## src/rtl/snn_cdc_pkg.sv

```systemverilog
// Shared definitions for the asynchronous edge capture / event arbiter block:
// edge-mode encodings, parameter bounds and the edge qualification helper.
package snn_cdc_pkg;

  typedef enum logic [1:0] {
    EDGE_RISE = 2'b00,
    EDGE_FALL = 2'b01,
    EDGE_BOTH = 2'b10,
    EDGE_NONE = 2'b11
  } edge_mode_e;

  typedef enum logic {
    ST_WARM = 1'b0,
    ST_RUN  = 1'b1
  } warm_state_e;

  localparam int NUM_CH_MIN = 1;
  localparam int NUM_CH_MAX = 32;
  localparam int SYNC_MIN   = 2;
  localparam int SYNC_MAX   = 4;

  // True when the transition prev -> cur matches the selected edge mode.
  function automatic logic edge_hit(input logic [1:0] mode, input logic cur, input logic prev);
    logic hit;
    hit = 1'b0;
    case (edge_mode_e'(mode))
      EDGE_RISE: hit = cur & ~prev;
      EDGE_FALL: hit = ~cur & prev;
      EDGE_BOTH: hit = cur ^ prev;
      EDGE_NONE: hit = 1'b0;
      default:   hit = 1'b0;
    endcase
    return hit;
  endfunction

endpackage

```

## src/rtl/sync_edge_ch.sv

```systemverilog
// One event channel: input synchronizer, history flop, edge qualification and
// a saturating pending-event counter with a sticky overflow flag.
module sync_edge_ch
  import snn_cdc_pkg::*;
#(
  parameter int SYNC_STAGES = 3,
  parameter int CNT_W       = 4
) (
  input  logic       clk,
  input  logic       rst_n,
  input  logic       async_in,
  input  logic       en,
  input  logic [1:0] edge_mode,
  input  logic       clr,
  input  logic       grant,
  output logic       pending,
  output logic       ovf
);

  localparam logic [CNT_W-1:0] CNT_MAX = '1;

  logic [SYNC_STAGES-1:0] sync_p0;
  logic                   hist_p1;
  logic [CNT_W-1:0]       cnt_p2;
  logic                   qual;

  // Stage 0/1: synchronizer chain and history flop; clr leaves them running.
  always_ff @(posedge clk) begin
    if (!rst_n) begin
      sync_p0 <= '0;
      hist_p1 <= 1'b0;
    end else begin
      sync_p0 <= {sync_p0[SYNC_STAGES-2:0], async_in};
      hist_p1 <= sync_p0[SYNC_STAGES-1];
    end
  end

  assign qual = en && edge_hit(edge_mode, sync_p0[SYNC_STAGES-1], hist_p1);

  // Stage 2: pending counter, updated on the same edge as the history flop.
  always_ff @(posedge clk) begin
    if (!rst_n || clr) begin
      cnt_p2 <= '0;
      ovf    <= 1'b0;
    end else begin
      case ({qual, grant})
        2'b10: begin
          if (cnt_p2 == CNT_MAX) ovf <= 1'b1;
          else                   cnt_p2 <= cnt_p2 + CNT_W'(1);
        end
        2'b01:   cnt_p2 <= cnt_p2 - CNT_W'(1);
        default: cnt_p2 <= cnt_p2;
      endcase
    end
  end

  assign pending = |cnt_p2;

endmodule

```

## src/rtl/sync_edge_arbiter.sv

```systemverilog
// Captures edges on NUM_CH asynchronous inputs into per-channel pending counters
// and presents them one at a time through a round-robin valid/ready event port.
module sync_edge_arbiter
  import snn_cdc_pkg::*;
#(
  parameter int  NUM_CH      = 8,
  parameter int  SYNC_STAGES = 3,
  parameter int  CNT_W       = 4,
  localparam int CH_W        = (NUM_CH > 1) ? $clog2(NUM_CH) : 1
) (
  input  logic              clk,
  input  logic              rst_n,
  input  logic [NUM_CH-1:0] async_in,
  input  logic [NUM_CH-1:0] ch_en,
  input  logic [1:0]        edge_mode,
  input  logic              clr,
  output logic              evt_valid,
  input  logic              evt_ready,
  output logic [CH_W-1:0]   evt_ch,
  output logic [NUM_CH-1:0] ch_ovf,
  output logic              busy
);

  localparam int WARM_N = SYNC_STAGES + 1;
  localparam int WARM_W = $clog2(WARM_N);

  if (NUM_CH < NUM_CH_MIN || NUM_CH > NUM_CH_MAX) begin : g_bad_num_ch
    $error("sync_edge_arbiter: NUM_CH out of range");
  end
  if (SYNC_STAGES < SYNC_MIN || SYNC_STAGES > SYNC_MAX) begin : g_bad_sync
    $error("sync_edge_arbiter: SYNC_STAGES out of range");
  end
  if (CNT_W < 1) begin : g_bad_cnt
    $error("sync_edge_arbiter: CNT_W must be at least 1");
  end

  warm_state_e        state, state_nxt;
  logic [WARM_W-1:0]  warm_cnt, warm_cnt_nxt;
  logic               qual_en;

  logic [NUM_CH-1:0]  pending;
  logic [NUM_CH-1:0]  grant;
  logic [CH_W-1:0]    ptr;
  logic [CH_W-1:0]    gnt_idx, hi_idx, lo_idx, nxt_ptr;
  logic               gnt_found, hi_found, lo_found;
  logic               can_load, do_grant;

  // Warm-up: the synchronizers start from zero, so an input already high at
  // reset release would look like a rising edge; hold off qualification until
  // the history flop has caught up with the synchronized input.
  always_ff @(posedge clk) begin
    if (!rst_n) begin
      state    <= ST_WARM;
      warm_cnt <= '0;
    end else begin
      state    <= state_nxt;
      warm_cnt <= warm_cnt_nxt;
    end
  end

  always_comb begin
    state_nxt    = state;
    warm_cnt_nxt = warm_cnt;
    qual_en      = 1'b0;
    case (state)
      ST_WARM: begin
        warm_cnt_nxt = warm_cnt + WARM_W'(1);
        if (warm_cnt == WARM_W'(WARM_N - 1)) state_nxt = ST_RUN;
      end
      ST_RUN:  qual_en = 1'b1;
      default: state_nxt = ST_WARM;
    endcase
  end

  for (genvar i = 0; i < NUM_CH; i++) begin : g_ch
    sync_edge_ch #(
      .SYNC_STAGES (SYNC_STAGES),
      .CNT_W       (CNT_W)
    ) u_ch (
      .clk       (clk),
      .rst_n     (rst_n),
      .async_in  (async_in[i]),
      .en        (ch_en[i] && qual_en),
      .edge_mode (edge_mode),
      .clr       (clr),
      .grant     (grant[i]),
      .pending   (pending[i]),
      .ovf       (ch_ovf[i])
    );
  end

  // Round-robin pick: lowest pending index at or above ptr, else lowest overall.
  always_comb begin
    hi_found = 1'b0;
    lo_found = 1'b0;
    hi_idx   = '0;
    lo_idx   = '0;
    for (int i = 0; i < NUM_CH; i++) begin
      if (!hi_found && pending[i] && (CH_W'(i) >= ptr)) begin
        hi_found = 1'b1;
        hi_idx   = CH_W'(i);
      end
      if (!lo_found && pending[i]) begin
        lo_found = 1'b1;
        lo_idx   = CH_W'(i);
      end
    end
    gnt_found = lo_found;
    gnt_idx   = hi_found ? hi_idx : lo_idx;
  end

  assign nxt_ptr  = (gnt_idx == CH_W'(NUM_CH - 1)) ? '0 : gnt_idx + CH_W'(1);
  assign can_load = !evt_valid || evt_ready;
  assign do_grant = can_load && gnt_found && !clr;

  always_comb begin
    grant = '0;
    for (int i = 0; i < NUM_CH; i++) begin
      grant[i] = do_grant && (gnt_idx == CH_W'(i));
    end
  end

  // Output register: loads on grant, holds while stalled, clr drops it.
  always_ff @(posedge clk) begin
    if (!rst_n) begin
      evt_valid <= 1'b0;
      evt_ch    <= '0;
      ptr       <= '0;
    end else if (clr) begin
      evt_valid <= 1'b0;
    end else if (can_load) begin
      evt_valid <= gnt_found;
      if (gnt_found) begin
        evt_ch <= gnt_idx;
        ptr    <= nxt_ptr;
      end
    end
  end

  assign busy = (|pending) || evt_valid;

endmodule

```

## config.mk

```make
export PLATFORM = sky130hd
export DESIGN_NAME = sync_edge_arbiter
export DESIGN_NICKNAME = d
export VERILOG_FILES = /design/src/rtl/snn_cdc_pkg.sv /design/src/rtl/sync_edge_ch.sv /design/src/rtl/sync_edge_arbiter.sv
export SDC_FILE = /design/constraint.sdc
export NUM_CORES = 1
export LEC_CHECK = 0
export CORE_ASPECT_RATIO = 1.4
export CORE_UTILIZATION = 43
export CTS_CLUSTER_SIZE = 30
export DETAILED_ROUTE_END_ITERATION = 6
export MAX_ROUTING_LAYER = met4
export PLACE_DENSITY = 0.66
export SLEW_MARGIN = 20
export SYNTH_ARGS = -nofsm -noshare
export SYNTH_HDL_FRONTEND = slang
export SYNTH_SLANG_ARGS = --single-unit
```

## constraint.sdc

```tcl
create_clock -name clk -period 3.9 [get_ports clk]
set_input_delay 1.17 -clock clk [delete_from_list [all_inputs] [get_ports clk]]
set_output_delay 1.17 -clock clk [all_outputs]
set_load 0.05 [all_outputs]
```

==> results of run 1 <==
[power by group through the flow]
stage,sequential [mW],combinational (mW),clock (mW)
3_5_place_dp,0.888,0.121,0
6_report,0.869,0.124,0.839
4_1_cts,0.869,0.122,0.857
2_1_floorplan,0.881,0.0722,0
3_3_place_gp,0.886,0.117,0
5_1_grt,0.871,0.136,0.888
[logic make-up (layout without fill, tap and decap cells)]
family / Yosys count / count (layout) / synth area share, %
simple gates: 194 / 194 / 21.20
compound gates: 119 / 119 / 19.69
flops: 82 / 82 / 32.30
buf+inv: 79 / 162 / 6.721
fa+ha+maj: 44 / 44 / 11.87
mux: 33 / 33 / 6.499
xor+xnor: 10 / 10 / 1.723
[cells in the final DEF (no fill, tap or decap), drive strengths merged, types with 6 or more instances in the layout]
cell type and n:
o211ai 13, nand3 15, nand2 49, nor4 11, fa 7, o21ai 6
a2111oi 7, o31ai 11, nand2b 9, a21o 9, or3 7, clkdlybuf4s50 33
nor3 7, ha 37, inv 47, o21a 9, nor2 21, mux2i 33
clkbuf 10, a21oi 22, and2 33, o22ai 7, xnor2 9, buf 67
or4 7, dfxtp 82, a31oi 6, nor2b 7
[through the flow]
stage	total power [mW]	instance area [sq um]
after global routing	1.896	6355
final	1.831	6355
after floorplan	0.9532	5127
after detailed placement	1.009	5964
after global placement	1.003	5964
after CTS	1.849	6261
[layer usage]
metal	vias up	global-route usage, %
li1	2161	-
met2	84	36.88
met5	-	-
met4	0	7.421
met1	2092	24.22
met3	20	3.530
[worst min-delay path by stage]
stage,cells past startpoint,end
after floorplan,1,g_ch[0].u_ch.sync_p0[1]
after global placement,1,g_ch[0].u_ch.sync_p0[1]
after detailed placement,1,g_ch[0].u_ch.sync_p0[2]
after CTS,1,g_ch[0].u_ch.sync_p0[2]
after global routing,1,g_ch[7].u_ch.sync_p0[2]
final,1,g_ch[7].u_ch.sync_p0[2]
[Yosys cell counts, drive strengths merged, types with 9 or more instances]
library cell / count / area, sq um
dfxtp: 82 / 1642
nand2: 49 / 183.9
inv: 47 / 176.4
ha: 37 / 462.9
and2: 33 / 206.5
mux2i: 33 / 330.3
a21oi: 22 / 110.1
nor2: 21 / 78.83
clkbuf: 19 / 71.32
nand3: 15 / 75.07
buf: 13 / 93.83
o211ai: 13 / 97.59
nor4: 11 / 90.08
o31ai: 11 / 82.58
a21o: 9 / 67.56
nand2b: 9 / 56.30
o21a: 9 / 67.56
xnor2: 9 / 78.83
[what timing repair did]
action                                  in CTS  in global routing
setup buffers                                0                  3
cloned                                       0                  0
resized for setup                            3                 21
pin swaps                                    0                 11
endpoints found under the hold margin        0                  0
endpoints found under the setup margin       1                  6
[sequential cells by signal, summed over array words and instances, names as in the netlist]
register,flops
g_ch.u_ch.cnt_p2,32
g_ch.u_ch.sync_p0,24
g_ch.u_ch.hist_p1,8
g_ch.u_ch.ovf,8
evt_ch,3
ptr,3
warm_cnt,2
evt_valid,1
state,1
[cell type report]
cell class              instances  area (sq um)
fillers                      1017          5041
well taps                     144         180.2
flip-flops and latches         82          1645
repair buffers                100         849.6
clock inverters                 5         56.30
inverters                      47         176.4
multi-input cells             400          3218
clock buffers                  10         229.0
==> results by group, run 1 <==
Clocking
  – Total CTS buffers: 9
  – H-tree Lvls: 3
  – Hold_buf cts: 0
  – CTS Buffer Depth: 2
  – Clock Latency Late Sink: 0.34 ns
  – CTS tree: built
  – Root buf cell: clkbuf_16
  – Clock sink count: 82
  – Clock slew at reported path FFs: 0.07 ns

Power and ir drop
  – Pleak: 2.571 nW
  – Sequential power share: 47.4%
  – Pwr dens: 288.2 nW/um^2
  – NetSw: 422.0 uW
  – Clock Power Share: 45.8%
  – Maximum vdd drop: 0.0002313 V
  – Switching share of total power: 23.04%
  – Pint: 1.409 mW
  – Comb pwr share: 6.8%

Timing
  – Relative slew slack: 58.45%
  – Unrepaired setup endpoints after global routing: no
  – Setup_tns: 0 ns
  – # setup viols final: 0
  – Fmax: 0.2700 GHz
  – Fin crit period: 3.704 ns
  – Fin worst setup slack: 0.1960 ns
  – Worst Max-Slew Pin Slew: 0.6224 ns
  – Worst clock skew: 0.008050 ns
  – Fin. max-slew vios: 0
  – Worst hold slack: 0.4330 ns
  – Fin crit share: 94.97%
  – Final hold vios: 0

Critical path
  – Worst setup path end: g_ch[6].u_ch.cnt_p2[3]
  – Reg2Reg Depth: 20
  – Crit path required time: 4.16 ns
  – Worst Path Buf+Inv: 5
  – Worst R2R Setup Slack: 0.20 ns
  – Crit-path cells: or4_4 > buf_4 > a22o_4 > nor2_4 > a22o_1 > a31oi_4 > inv_2 > ha_1 > inv_1 > buf_4 > a2111oi_4 > nand2_1 > inv_1 > ha_1 > a21o_1 > a21o_1 > nand2_1 > nor2_1 > mux2i_1 > mux2i_1
  – Crit end category: register
  – Crit-path slowest cell: or4_4
  – CP Max Fanout: 5
  – Critical Path Stages: 20
  – Worst flop-to-flop path endpoint: g_ch[6].u_ch.cnt_p2[3]
  – Crit path from: g_ch[2].u_ch.cnt_p2[3]
  – Worst path max stage delay: 0.56 ns
  – Setup CP Type: register to register
  – Startpoint Class: register
  – Reg-to-reg startpoint: g_ch[2].u_ch.cnt_p2[3]
  – CP delay by family, top: compound AO/OA/AOI/OAI gates
  – CP Data Arrival Time: 3.96 ns

Yosys
  – Most common flop cell mapped by yosys: dfxtp_1
  – YS warnings: 0
  – Mapped Cells: 561
  – Sequential area share after synthesis: 32.30%
  – Number of synthesized flops with an enable pin: 0
  – Post-synthesis cell type count: 60
  – Syn_area_per_cell: 9.059 sq um
  – Syn Nets: 627
  – Ys async rst share: 0%
  – Cell Area, Synth: 5082 sq um
  – Register bit count reported by yosys: 82

Route
  – Via count: 4,357
  – Met3 WL: 416 microns
  – # DRC: 0
  – DR iter-0 viols: 212
  – DR WL/cell: 14.94 microns
  – DR WL met2: 6080 microns
  – Post-Route M1 WL: 5051 microns
  – Highest metal used: met4
  – Routed WL: 11,770 microns
  – Post-DRT Antenna Nets: 0
  – Drt pass-1 iters: 4
  – Via/cell ratio: 5.529

Floorplan
  – Die Width: 93.88 microns
  – Standard-cell rows: 46
  – Initial Util: 44.60%
  – Top Ports: 35
  – Chip height: 130.6 microns
  – Die area: 12,260 sq um
  – Core footprint: 11,400 sq um

Layout
  – Share of layout cells above drive strength 1: 20.50%
  – Post-Layout Cell Count: 788
  – Final core occ: 55.76%
  – N_diodes: 0
  – NumNets Final: 706
  – Layout area overhead: 25.04%

GRT
  – First-pass GRT wire length: 19,930 microns
  – GR Overflow Total: 0
  – Vias in the first global route: 4,324
  – Total GRT Usage: 21.10%
  – Largest net degree at the start of global routing: 37
  – Initial antenna violation count: 0

Hold path
  – Hold path startpoint: g_ch[7].u_ch.sync_p0[1]
  – Hold WC Path Type: register to register

Placement
  – Pre-CTS setup slack: -0.02116 ns
  – GPL Wtd Cong: 0.8839
  – Placed cell count: 770
  – HPWL after DPL: 8922 microns
  – PortBufs: 34

Status
  – Status: completed

Job
  – Max-cap violations: 0
Power figures use the tool's default switching activity.
==> run 2: changes to the inputs <==
--- a/config.mk
+++ b/config.mk
@@ -6,11 +6,12 @@
 export NUM_CORES = 1
 export LEC_CHECK = 0
 export CORE_ASPECT_RATIO = 1.4
-export CORE_UTILIZATION = 43
+export CORE_UTILIZATION = 54
 export CTS_CLUSTER_SIZE = 30
 export DETAILED_ROUTE_END_ITERATION = 6
 export MAX_ROUTING_LAYER = met4
-export PLACE_DENSITY = 0.66
+export PLACE_DENSITY = 0.79
+export SKIP_CTS_REPAIR_TIMING = 1
 export SLEW_MARGIN = 20
 export SYNTH_ARGS = -nofsm -noshare
 export SYNTH_HDL_FRONTEND = slang
==> run 2 against run 1 <==
The run now ends with DRC left. Sequential cell count stayed put. Global-route usage up 5.3 points. Register-to-register slack worse by 0.13 ns. Final area is 1.0% lower. Power is 1.2% lower. Via count up 3.1%. Hold slack about the same. Critical path depth is 4 lower. Clock skew up 0.0012 ns. Worst setup slack worse by 0.13 ns. Highest routed layer unchanged.
==> results by group, run 2 (same netlist as run 1, synthesis figures left out) <==
GRT
  – GR Overflow Total: 0
  – Largest net degree at the start of global routing: 44
  – M3 GR Usage: 3.787%
  – Total GRT Usage: 26.44%
  – First-pass GRT wire length: 19,790 microns
  – Most Crowded Layer GR: met2
  – Initial antenna violation count: 0
  – GR Util met2: 48.31%
  – Vias in the first global route: 4,324
  – GR Util met1: 27.96%

Status
  – Status: complete, but fails checks
  – Failing checks: DRC

Floorplan
  – Initial Util: 55.97%
  – Die Width: 83.99 microns
  – Chip height: 116.8 microns
  – Standard-cell rows: 41
  – Top Ports: 35
  – Core footprint: 9080 sq um
  – Die area: 9809 sq um

Clocking
  – Clock sink count: 82
  – Root buf cell: clkbuf_16
  – CTS Buffer Depth: 2
  – Clock slew at reported path FFs: 0.07 ns
  – Total CTS buffers: 9
  – Clock Latency Late Sink: 0.35 ns
  – CTS tree: built
  – H-tree Lvls: 3

Route
  – Routed WL: 12,300 microns
  – DR WL/cell: 16.33 microns
  – Post-DRT Antenna Nets: 0
  – # DRC: 1
  – Via/cell ratio: 5.967
  – DR iter-0 viols: 283
  – Via count: 4,493
  – Drt pass-1 iters: 7

Timing
  – # setup viols final: 0
  – Unrepaired setup endpoints after global routing: yes
  – Final hold vios: 0
  – Worst clock skew: 0.009271 ns
  – Fin. max-slew vios: 0
  – Fmax: 0.2607 GHz
  – Fin crit share: 98.34%
  – Worst Max-Slew Pin Slew: 0.8080 ns
  – Relative slew slack: 46.13%
  – Setup_tns: 0 ns
  – Fin crit period: 3.835 ns

Layout
  – Largest regs: g_ch.u_ch.cnt_p2 (32), g_ch.u_ch.sync_p0 (24)
  – Register area: 1642 sq um
  – Multi-input gate area: 3214 sq um
  – Layout area overhead: 23.76%
  – Max reg flops: 32
  – Commonest non-fill, non-tap cell in the layout: dfxtp_1
  – Fill cells: 678
  – Share of layout cells above drive strength 1: 20.28%
  – Fin area: 6290 sq um
  – Most frequent cells in the layout: dfxtp_1 (82), buf_4 (68), nand2_1 (48)
  – N_diodes: 0
  – Most flops, register: g_ch.u_ch.cnt_p2
  – NumNets Final: 707

Placement
  – HPWL after DPL: 9078 microns
  – PortBufs: 34
  – GPL Wtd Cong: 0.9456
  – Placed inst area: 5913 sq um

Power and ir drop
  – Pleak: 2.579 nW
  – Maximum vdd drop: 0.0002917 V
  – Pwr dens: 287.8 nW/um^2

Critical path
  – Crit path required time: 4.13 ns
  – Setup CP Type: register to register
  – CP Max Fanout: 6
  – Startpoint Class: register
  – CP Data Arrival Time: 4.06 ns
  – Crit end category: register
  – Worst R2R Setup Slack: 0.06 ns
  – Crit-path cells: or4_4 > a311o_1 > a311o_1 > a21oi_2 > nor2_1 > inv_1 > ha_1 > inv_2 > a31oi_2 > o2111ai_2 > inv_2 > ha_1 > a21o_1 > a21oi_2 > nor4_1 > or3_1
  – Worst path max stage delay: 0.60 ns
  – Crit-path slowest cell: or4_4

Job
  – Max-cap violations: 0

Hold path
  – Hold WC Path Type: register to register
==> run 2: changes by cell type in the layout (fill, tap and decap cells not counted), moves of 2 or more <==
cell,change
a21oi_1,-2
a21oi_2,+2
a31oi_1,-2
a31oi_2,+2
buf_4,+3
dfxtp_1,+3
dfxtp_2,-3
ha_1,+2
inv_6,+4
==> run 2: worst paths after layout <==
kind,startpoint,endpoint,cells after the start
max,g_ch[2].u_ch.cnt_p2[3],g_ch[1].u_ch.cnt_p2[3],16
min,g_ch[3].u_ch.sync_p0[1],g_ch[3].u_ch.sync_p0[2],1
max reg2reg,g_ch[2].u_ch.cnt_p2[3],g_ch[1].u_ch.cnt_p2[3],16
min reg2reg,g_ch[3].u_ch.sync_p0[1],g_ch[3].u_ch.sync_p0[2],1
==> run 2: worst max-delay path: cells and delay by family (launching register included) <==
family,cells,cell delay (ns)
AOI/OAI and AO/OA,7,1.55
and+or+nand+nor,4,1.13
adders and majority gates,2,0.41
DFF,1,0.35
buffers and inverters,3,0.28
==> run 2: routing by layer <==
layer	vias to the layer above	routed length, microns
met5	-	0
met1	2104	4803
met3	43	647
met4	0	469
met2	175	6375
li1	2171	-
==> run 2: layout make-up <==
type / instances / area share, %
sequential: 82 / 26.10
clock inverter: 7 / 0.9151
clock buffer: 9 / 3.581
inverter: 47 / 2.805
multi-input combinational: 400 / 51.10
timing repair buffer: 101 / 13.37
tap: 107 / 2.129
==> run 2: where the power goes <==
group	total, mW	internal [mW]	switching, mW
clock	0.816	0.441	0.374
combinational	0.126	0.0620	0.0644
sequential	0.868	0.855	0.0134
==> run 2: through the flow <==
step / power [mW] / hold slack [ns] / cells / util, % / setup slack (ns)
finish: 1.810 / 0.4325 / 753 / 69.27 / 0.06485
global route: 1.872 / 0.4468 / 753 / 69.27 / -0.06842
CTS: 1.821 / 0.4381 / 750 / 68.24 / -0.08165
detailed placement: 1.010 / 0.4228 / 734 / 65.12 / -0.07951
global placement: 1.002 / 0.4137 / 734 / 65.12 / 0.004885
floorplan: 0.9532 / 0.4119 / 561 / - / -0.0005604
